`src/rtl/nor_chain_stim_pkg.sv`:
```
// Shared types for the NOR-chain pulse-train stimulus generator.
// FSM state encoding and mode constants.
package nor_chain_stim_pkg;

    typedef enum logic [2:0] {
        S_IDLE,
        S_PULSE,
        S_GAP,
        S_DRAIN,
        S_DONE
    } state_t;

    localparam logic [1:0] MODE_A1   = 2'b00;
    localparam logic [1:0] MODE_A2   = 2'b01;
    localparam logic [1:0] MODE_BOTH = 2'b10;
    localparam logic [1:0] MODE_SKEW = 2'b11;

endpackage

```
`src/rtl/nor_chain_stim_if.sv`:
```
// Control/config/response bundle between test controller and the
// NOR-chain stimulus generator.
interface nor_chain_stim_if #(
    parameter int CNT_W    = 16,
    parameter int NUM_W    = 8,
    parameter int MAX_SKEW = 15
);
    localparam int SKW_W = $clog2(MAX_SKEW + 1);

    logic             start;
    logic [CNT_W-1:0] pulse_width;
    logic [CNT_W-1:0] gap_width;
    logic [NUM_W-1:0] pulse_count;
    logic [1:0]       mode;
    logic [SKW_W-1:0] skew;
    logic             z_in;
    logic             a1;
    logic             a2;
    logic             busy;
    logic             done;
    logic [15:0]      edge_count;

    modport master (
        output start, pulse_width, gap_width,
        output pulse_count, mode, skew, z_in,
        input  a1, a2, busy, done, edge_count
    );

    modport slave (
        input  start, pulse_width, gap_width,
        input  pulse_count, mode, skew, z_in,
        output a1, a2, busy, done, edge_count
    );

endinterface

```
`src/rtl/nor_chain_stim_skew_line.sv`:
```
// Delay line for the pulse source: shift register of past p values
// plus a tap mux; sel=0 passes p straight through.
module stim_skew_line #(
    parameter int DEPTH = 15,
    parameter int SEL_W = 4
) (
    input  logic             clk,
    input  logic             rst,
    input  logic             clr,
    input  logic             p_in,
    input  logic [SEL_W-1:0] sel,
    output logic             tap
);

    logic [DEPTH-1:0] sr;

    always_ff @(posedge clk or posedge rst) begin
        if (rst) begin
            sr <= '0;
        end else if (clr) begin
            sr <= '0;
        end else begin
            sr <= (sr << 1) | DEPTH'(p_in);
        end
    end

    always_comb begin
        tap = p_in;
        for (int i = 1; i <= DEPTH; i++) begin
            if (sel == SEL_W'(i)) tap = sr[i-1];
        end
    end

endmodule

```
`src/rtl/nor_chain_stimulus_gen.sv`:
```
// Pulse-train generator driving NOR-chain inputs A1/A2.
// Optional z_in edge counter: `define NOR_CHAIN_STIM_EDGE_COUNT_EN
module nor_chain_stimulus_gen
    import nor_chain_stim_pkg::*;
#(
    parameter int CNT_W    = 16,
    parameter int NUM_W    = 8,
    parameter int MAX_SKEW = 15
) (
    input logic             clk,
    input logic             rst,
    nor_chain_stim_if.slave bus
);

    localparam int SKW_W = $clog2(MAX_SKEW + 1);

    state_t           state_q, state_d;
    logic [CNT_W-1:0] cnt_q, cnt_d;
    logic [NUM_W-1:0] rem_q, rem_d;
    logic [CNT_W-1:0] wid_q, gap_q;
    logic [1:0]       mode_q;
    logic [SKW_W-1:0] skew_q;
    logic             a1_q, a2_q, busy_q, done_q;
    logic             a2_d, p, tap, accept;
    logic [CNT_W-1:0] pw_eff, gw_eff;
    logic [SKW_W-1:0] sk_eff;

    assign accept = (state_q == S_IDLE) && bus.start;
    assign p      = (state_q == S_PULSE);

    // Zero widths become one so the down-counters never wrap
    assign pw_eff = (bus.pulse_width == '0) ? CNT_W'(1)
                                            : bus.pulse_width;
    assign gw_eff = (bus.gap_width == '0) ? CNT_W'(1)
                                          : bus.gap_width;
    assign sk_eff = (bus.skew > SKW_W'(MAX_SKEW)) ? SKW_W'(MAX_SKEW)
                                                  : bus.skew;

    always_ff @(posedge clk or posedge rst) begin
        if (rst) begin
            state_q <= S_IDLE;
            cnt_q   <= '0;
            rem_q   <= '0;
            wid_q   <= CNT_W'(1);
            gap_q   <= CNT_W'(1);
            mode_q  <= MODE_A1;
            skew_q  <= '0;
            a1_q    <= 1'b0;
            a2_q    <= 1'b0;
            busy_q  <= 1'b0;
            done_q  <= 1'b0;
        end else begin
            state_q <= state_d;
            cnt_q   <= cnt_d;
            rem_q   <= rem_d;
            if (accept) begin
                wid_q  <= pw_eff;
                gap_q  <= gw_eff;
                mode_q <= bus.mode;
                skew_q <= sk_eff;
            end
            a1_q   <= p && (mode_q != MODE_A2);
            a2_q   <= a2_d;
            busy_q <= (state_q == S_PULSE) || (state_q == S_GAP)
                   || (state_q == S_DRAIN);
            done_q <= (state_q == S_DONE);
        end
    end

    always_comb begin
        state_d = state_q;
        cnt_d   = cnt_q;
        rem_d   = rem_q;
        unique case (state_q)
            S_IDLE: begin
                if (bus.start) begin
                    if (bus.pulse_count == '0) begin
                        state_d = S_DONE;
                    end else begin
                        state_d = S_PULSE;
                        cnt_d   = pw_eff - CNT_W'(1);
                        rem_d   = bus.pulse_count;
                    end
                end
            end
            S_PULSE: begin
                if (cnt_q == '0) begin
                    rem_d = rem_q - NUM_W'(1);
                    if (rem_q != NUM_W'(1)) begin
                        state_d = S_GAP;
                        cnt_d   = gap_q - CNT_W'(1);
                    end else if (mode_q == MODE_SKEW && skew_q != '0) begin
                        state_d = S_DRAIN;
                        cnt_d   = CNT_W'(skew_q) - CNT_W'(1);
                    end else begin
                        state_d = S_DONE;
                    end
                end else begin
                    cnt_d = cnt_q - CNT_W'(1);
                end
            end
            S_GAP: begin
                if (cnt_q == '0) begin
                    state_d = S_PULSE;
                    cnt_d   = wid_q - CNT_W'(1);
                end else begin
                    cnt_d = cnt_q - CNT_W'(1);
                end
            end
            S_DRAIN: begin
                if (cnt_q == '0) state_d = S_DONE;
                else             cnt_d   = cnt_q - CNT_W'(1);
            end
            S_DONE:  state_d = S_IDLE;
            default: state_d = S_IDLE;
        endcase
    end

    stim_skew_line #(
        .DEPTH (MAX_SKEW),
        .SEL_W (SKW_W)
    ) u_skew (
        .clk  (clk),
        .rst  (rst),
        .clr  (accept),
        .p_in (p),
        .sel  (skew_q),
        .tap  (tap)
    );

    always_comb begin
        a2_d = 1'b0;
        unique case (mode_q)
            MODE_A1:   a2_d = 1'b0;
            MODE_A2:   a2_d = p;
            MODE_BOTH: a2_d = p;
            MODE_SKEW: a2_d = tap;
            default:   a2_d = 1'b0;
        endcase
    end

    assign bus.a1   = a1_q;
    assign bus.a2   = a2_q;
    assign bus.busy = busy_q;
    assign bus.done = done_q;

`ifdef NOR_CHAIN_STIM_EDGE_COUNT_EN
    logic [2:0]  z_sync;
    logic [15:0] edge_q;

    always_ff @(posedge clk or posedge rst) begin
        if (rst) begin
            z_sync <= '0;
            edge_q <= '0;
        end else begin
            z_sync <= {z_sync[1:0], bus.z_in};
            if (accept) begin
                edge_q <= '0;
            end else if (z_sync[1] && !z_sync[2]
                         && edge_q != 16'hFFFF) begin
                edge_q <= edge_q + 16'd1;
            end
        end
    end

    assign bus.edge_count = edge_q;
`else
    assign bus.edge_count = '0;
`endif

endmodule

```
`src/flat_wrapper.sv`:
```
// flat-port wrapper written by rule: the top's interface ports become plain ports
module nor_chain_stimulus_gen_flat import nor_chain_stim_pkg::*;
#(
    parameter int CNT_W    = 16,
    parameter int NUM_W    = 8,
    parameter int MAX_SKEW = 15
)
  (clk, rst, bus_start, bus_pulse_width, bus_gap_width, bus_pulse_count, bus_mode, bus_skew, bus_z_in, bus_a1, bus_a2, bus_busy, bus_done, bus_edge_count);
  nor_chain_stim_if #(.CNT_W(CNT_W), .NUM_W(NUM_W), .MAX_SKEW(MAX_SKEW)) bus_i ();
  input logic clk;
  input logic rst;
  input wire logic [$bits(bus_i.start)-1:0] bus_start;
  input wire logic [$bits(bus_i.pulse_width)-1:0] bus_pulse_width;
  input wire logic [$bits(bus_i.gap_width)-1:0] bus_gap_width;
  input wire logic [$bits(bus_i.pulse_count)-1:0] bus_pulse_count;
  input wire logic [$bits(bus_i.mode)-1:0] bus_mode;
  input wire logic [$bits(bus_i.skew)-1:0] bus_skew;
  input wire logic [$bits(bus_i.z_in)-1:0] bus_z_in;
  output wire logic [$bits(bus_i.a1)-1:0] bus_a1;
  output wire logic [$bits(bus_i.a2)-1:0] bus_a2;
  output wire logic [$bits(bus_i.busy)-1:0] bus_busy;
  output wire logic [$bits(bus_i.done)-1:0] bus_done;
  output wire logic [$bits(bus_i.edge_count)-1:0] bus_edge_count;
  assign bus_i.start = bus_start;
  assign bus_i.pulse_width = bus_pulse_width;
  assign bus_i.gap_width = bus_gap_width;
  assign bus_i.pulse_count = bus_pulse_count;
  assign bus_i.mode = bus_mode;
  assign bus_i.skew = bus_skew;
  assign bus_i.z_in = bus_z_in;
  assign bus_a1 = bus_i.a1;
  assign bus_a2 = bus_i.a2;
  assign bus_busy = bus_i.busy;
  assign bus_done = bus_i.done;
  assign bus_edge_count = bus_i.edge_count;
  nor_chain_stimulus_gen #(.CNT_W(CNT_W), .NUM_W(NUM_W), .MAX_SKEW(MAX_SKEW)) u_core (.clk(clk), .rst(rst), .bus(bus_i));
endmodule
```
`config.mk`:
```
export PLATFORM = sky130hd
export DESIGN_NAME = nor_chain_stimulus_gen_flat
export DESIGN_NICKNAME = d
export VERILOG_FILES = /design/src/rtl/nor_chain_stim_pkg.sv /design/src/rtl/nor_chain_stim_if.sv /design/src/rtl/nor_chain_stim_skew_line.sv /design/src/rtl/nor_chain_stimulus_gen.sv /design/src/flat_wrapper.sv
export SDC_FILE = /design/constraint.sdc
export NUM_CORES = 1
export LEC_CHECK = 0
export ABC_AREA = 1
export CORE_MARGIN = 4
export CORE_UTILIZATION = 60
export DETAILED_ROUTE_END_ITERATION = 8
export PLACE_DENSITY = 0.89
export SYNTH_ARGS = -nofsm -noshare
export SYNTH_HDL_FRONTEND = slang
export SYNTH_SLANG_ARGS = --single-unit
```
`constraint.sdc`:
```
create_clock -name clk -period 7.65 [get_ports clk]
set_clock_uncertainty 0.1 [all_clocks]
set_input_delay 0.765 -clock clk [delete_from_list [all_inputs] [get_ports clk]]
set_output_delay 0.765 -clock clk [all_outputs]
set_load 0.05 [all_outputs]
```
==> run_results.csv <==
group,metric,value,unit
timing,post-route-period-util,43.6,%
detailed_routing,ant_nets,0,
final_layout,final_core_util,69.7,%
floorplanning,ioPinCount,70,
job,drv_cap,0,
clock_tree,clockBufferDepth,2,
grt,overflow,0,
clock_tree,cts_sinks,84,
floorplanning,fp-row-count,35,
placement,dp_hpwl,10500,um
floorplanning,core,9200,um^2
logic_synthesis,yosys_warnings,0,
grt,antenna_found_initial,0,
detailed_routing,dr.pass1.iters,5,
timing,fin_crit,3.34,ns
placement,io_buffers,52,
power,powerDensity,400,nW/um^2
grt,grt_max_degree,85,
detailed_routing,drt_iter0_markers,359,
clock_tree,post-cts-setup-buffers,0,
clock_tree,clock_latency,0.39,ns
floorplanning,dieArea,11100,um^2
floorplanning,die_h,105,um
detailed_routing,num_vias,5304,
worst_setup_path,startpoint_type,"flop",
worst_hold_path,min_path_type,"flop to flop",
logic_synthesis,ys.flop_type,"dfrtp_1",
logic_synthesis,syn_area,5670,um^2
timing,setup-violations-final,0,
grt,grt_pass1_wl,24300,um
logic_synthesis,synth-seq-cells,84,
clock_tree,clk_pin_slew,0.09,ns
timing,slew_viol_final,0,
timing,final.setup.tns,0,ns
timing,tightestPinTransition,1.07,ns
worst_setup_path,end_kind,"flop",
worst_setup_path,required,7.81,ns
clock_tree,h-tree-depth,3,
grt,grt_pass1_vias,5213,
detailed_routing,totalWireLength,14200,um
final_layout,drive_gt1_share,7.70,%
logic_synthesis,synthesis.instances,783,
placement,placedCellCount,926,
timing,finalHoldViolCount,0,
clock_tree,hold_buffers,0,
clock_tree,cts_root_buf,"clkbuf_8",
clock_tree,cts_buffers,9,
logic_synthesis,synth-seq-area-share,37.1,%
clock_tree,cts_resized,0,
logic_synthesis,synthArstFlopShare,100,%
logic_synthesis,yosysUniqueCellTypes,47,
final_layout,syn2layout_area_growth,13.2,%
status,status,"complete, no violations",
timing,holdWs,0.374,ns
detailed_routing,drc_errors,0,
power,power,2560,uW
detailed_routing,vias_per_cell,5.63,
worst_setup_path,cp_data_arrival_time,3.50,ns
worst_setup_path,cp_max_fo,13,
worst_setup_path,critPathKind,"flop to flop",
final_layout,instances_no_fill,942,
grt,grt_use_total,27.3,%
detailed_routing,wl_per_cell,15.1,um
clock_tree,cts_tree,"built",
floorplanning,initial_core_util,61.6,%
floorplanning,fp.dieW,105,um
logic_synthesis,synth_edf_count,0,
timing,max_freq,300,MHz
power,cellLeakagePower,0.00303,uW
timing,rsz0062_at_grt,"false",
timing,max_slew_margin,28.8,%
final_layout,diodes,0,
final_layout,final_nets,891,
placement,gp_congestion,0.904,
logic_synthesis,syn_avg_cell_area,7.24,um^2
power,peakVddDrop,0.192,mV
worst_setup_path,reg2reg_slack,4.31,ns
metal layers:
| layer | part of all wire (%) | up-vias | GRT usage (%) | wire, um |
|---|---|---|---|---|
| li1 | - | 2620 | - | - |
| met1 | 43 | 2500 | 33.8 | 6150 |
| met2 | 49 | 148 | 46.2 | 6990 |
| met3 | 4.5 | 36 | 5.00 | 644 |
| met4 | 3.0 | 0 | 12.1 | 427 |
| met5 | 0 | - | 0 | 0 |
worst paths after layout:
check | from | to | cells past startpoint
max in group asynchronous | rst | u_core.rem_q[1] | 3
min in group asynchronous | rst | u_core.u_skew.sr[8] | 3
worst min register to register | u_core.u_skew.sr[7] | u_core.u_skew.sr[8] | 2
worst max register to register | u_core.cnt_q[13] | u_core.cnt_q[9] | 10
worst max-delay path | u_core.cnt_q[13] | u_core.cnt_q[9] | 10
worst min-delay path | u_core.u_skew.sr[7] | u_core.u_skew.sr[8] | 2
stage by stage:
stage               cell area [um^2]  setup WS, ns
finish                          6410          4.31
global route                    6410          4.04
floorplan                       5720          4.62
global placement                6190          4.24
CTS                             6410          4.37
detailed placement              6190          4.18
cells by family (layout without fill, tap and decap cells):
logic type	after synthesis	in the layout	share of synthesized area, %
simple gates	343	343	26.4
compound gates	155	155	15.3
buf+inv	144	177	10.9
flops	84	84	37.1
xor+xnor	28	28	4.33
fa+ha+maj	15	15	3.31
mux	13	13	2.58
other cells	1	16	0.0662
area by class of cell:
type | count | area, um^2
tap | 111 | 139
inverter | 106 | 399
clock buffer | 10 | 138
multi-input combinational | 570 | 3000
clock inverter | 6 | 87.6
sequential | 84 | 2100
timing repair buffer | 55 | 543
fill | 769 | 2780
state kept, by name, indices dropped and copies added (netlist names):
signal / cells
u_core.skew_q: 4
u_core.bus.done: 1
u_core.bus.busy: 1
u_core.bus.a2: 1
u_core.gap_q: 16
u_core.u_skew.sr: 15
u_core.bus.a1: 1
u_core.state_q: 3
u_core.cnt_q: 16
u_core.wid_q: 16
u_core.mode_q: 2
u_core.rem_q: 8
cells in the mapped netlist (2+ instances only):
cell type	n	area [um^2]
nand2_1	144	541
nor2_1	108	405
inv_1	86	323
dfrtp_1	82	2050
a21oi_1	57	285
nand3_1	35	175
o21ai_0	32	160
o21ai_1	28	140
inv_2	20	75.1
xor2_1	19	166
buf_4	16	120
ha_1	15	188
nor3_1	15	75.1
mux2_1	13	146
clkbuf_1	12	45.0
nor4_1	12	75.1
a31oi_1	11	68.8
o22ai_1	11	68.8
buf_2	9	45.0
xnor2_1	9	78.8
nand4_1	8	50.1
nor2_2	5	31.3
nand2_2	4	25.0
nor2_4	3	33.8
a31o_2	2	17.5
dfstp_2	2	52.6
nand3b_1	2	15.0
o21a_1	2	15.0
o221ai_1	2	17.5
o31ai_1	2	15.0
power breakdown:
part / switching [uW] / total (uW) / internal [uW]
Combinational: 857 / 1340 / 481
Sequential: 202 / 858 / 656
Clock: 175 / 367 / 192
Total: 1230 / 2560 / 1330
layout by cell type (no fill, tap or decap), types with 13 or more instances in the layout:
cell and n:
mux2_1 13, ha_1 15, o21ai_0 32, dfrtp_1 82, xor2_1 19, nand3_1 35, nand2_1 143, conb_1 16
nor2_1 108, a21oi_1 57, clkdlybuf4s50_1 52, inv_1 85, o21ai_1 28, nor3_1 15, inv_2 20
worst max-delay path, stage by stage (launching register included):
cell and delay [ns]:
dfrtp_1 0.41, nor2_1 0.16, inv_1 0.09, nor2_1 0.18, nand4_1 0.58, a21oi_1 1.05
inv_2 0.18, o21ai_1 0.13, o21ai_1 0.07, a21oi_1 0.17, o22ai_2 0.09
Note: power is estimated with default switching activity, not from simulation.
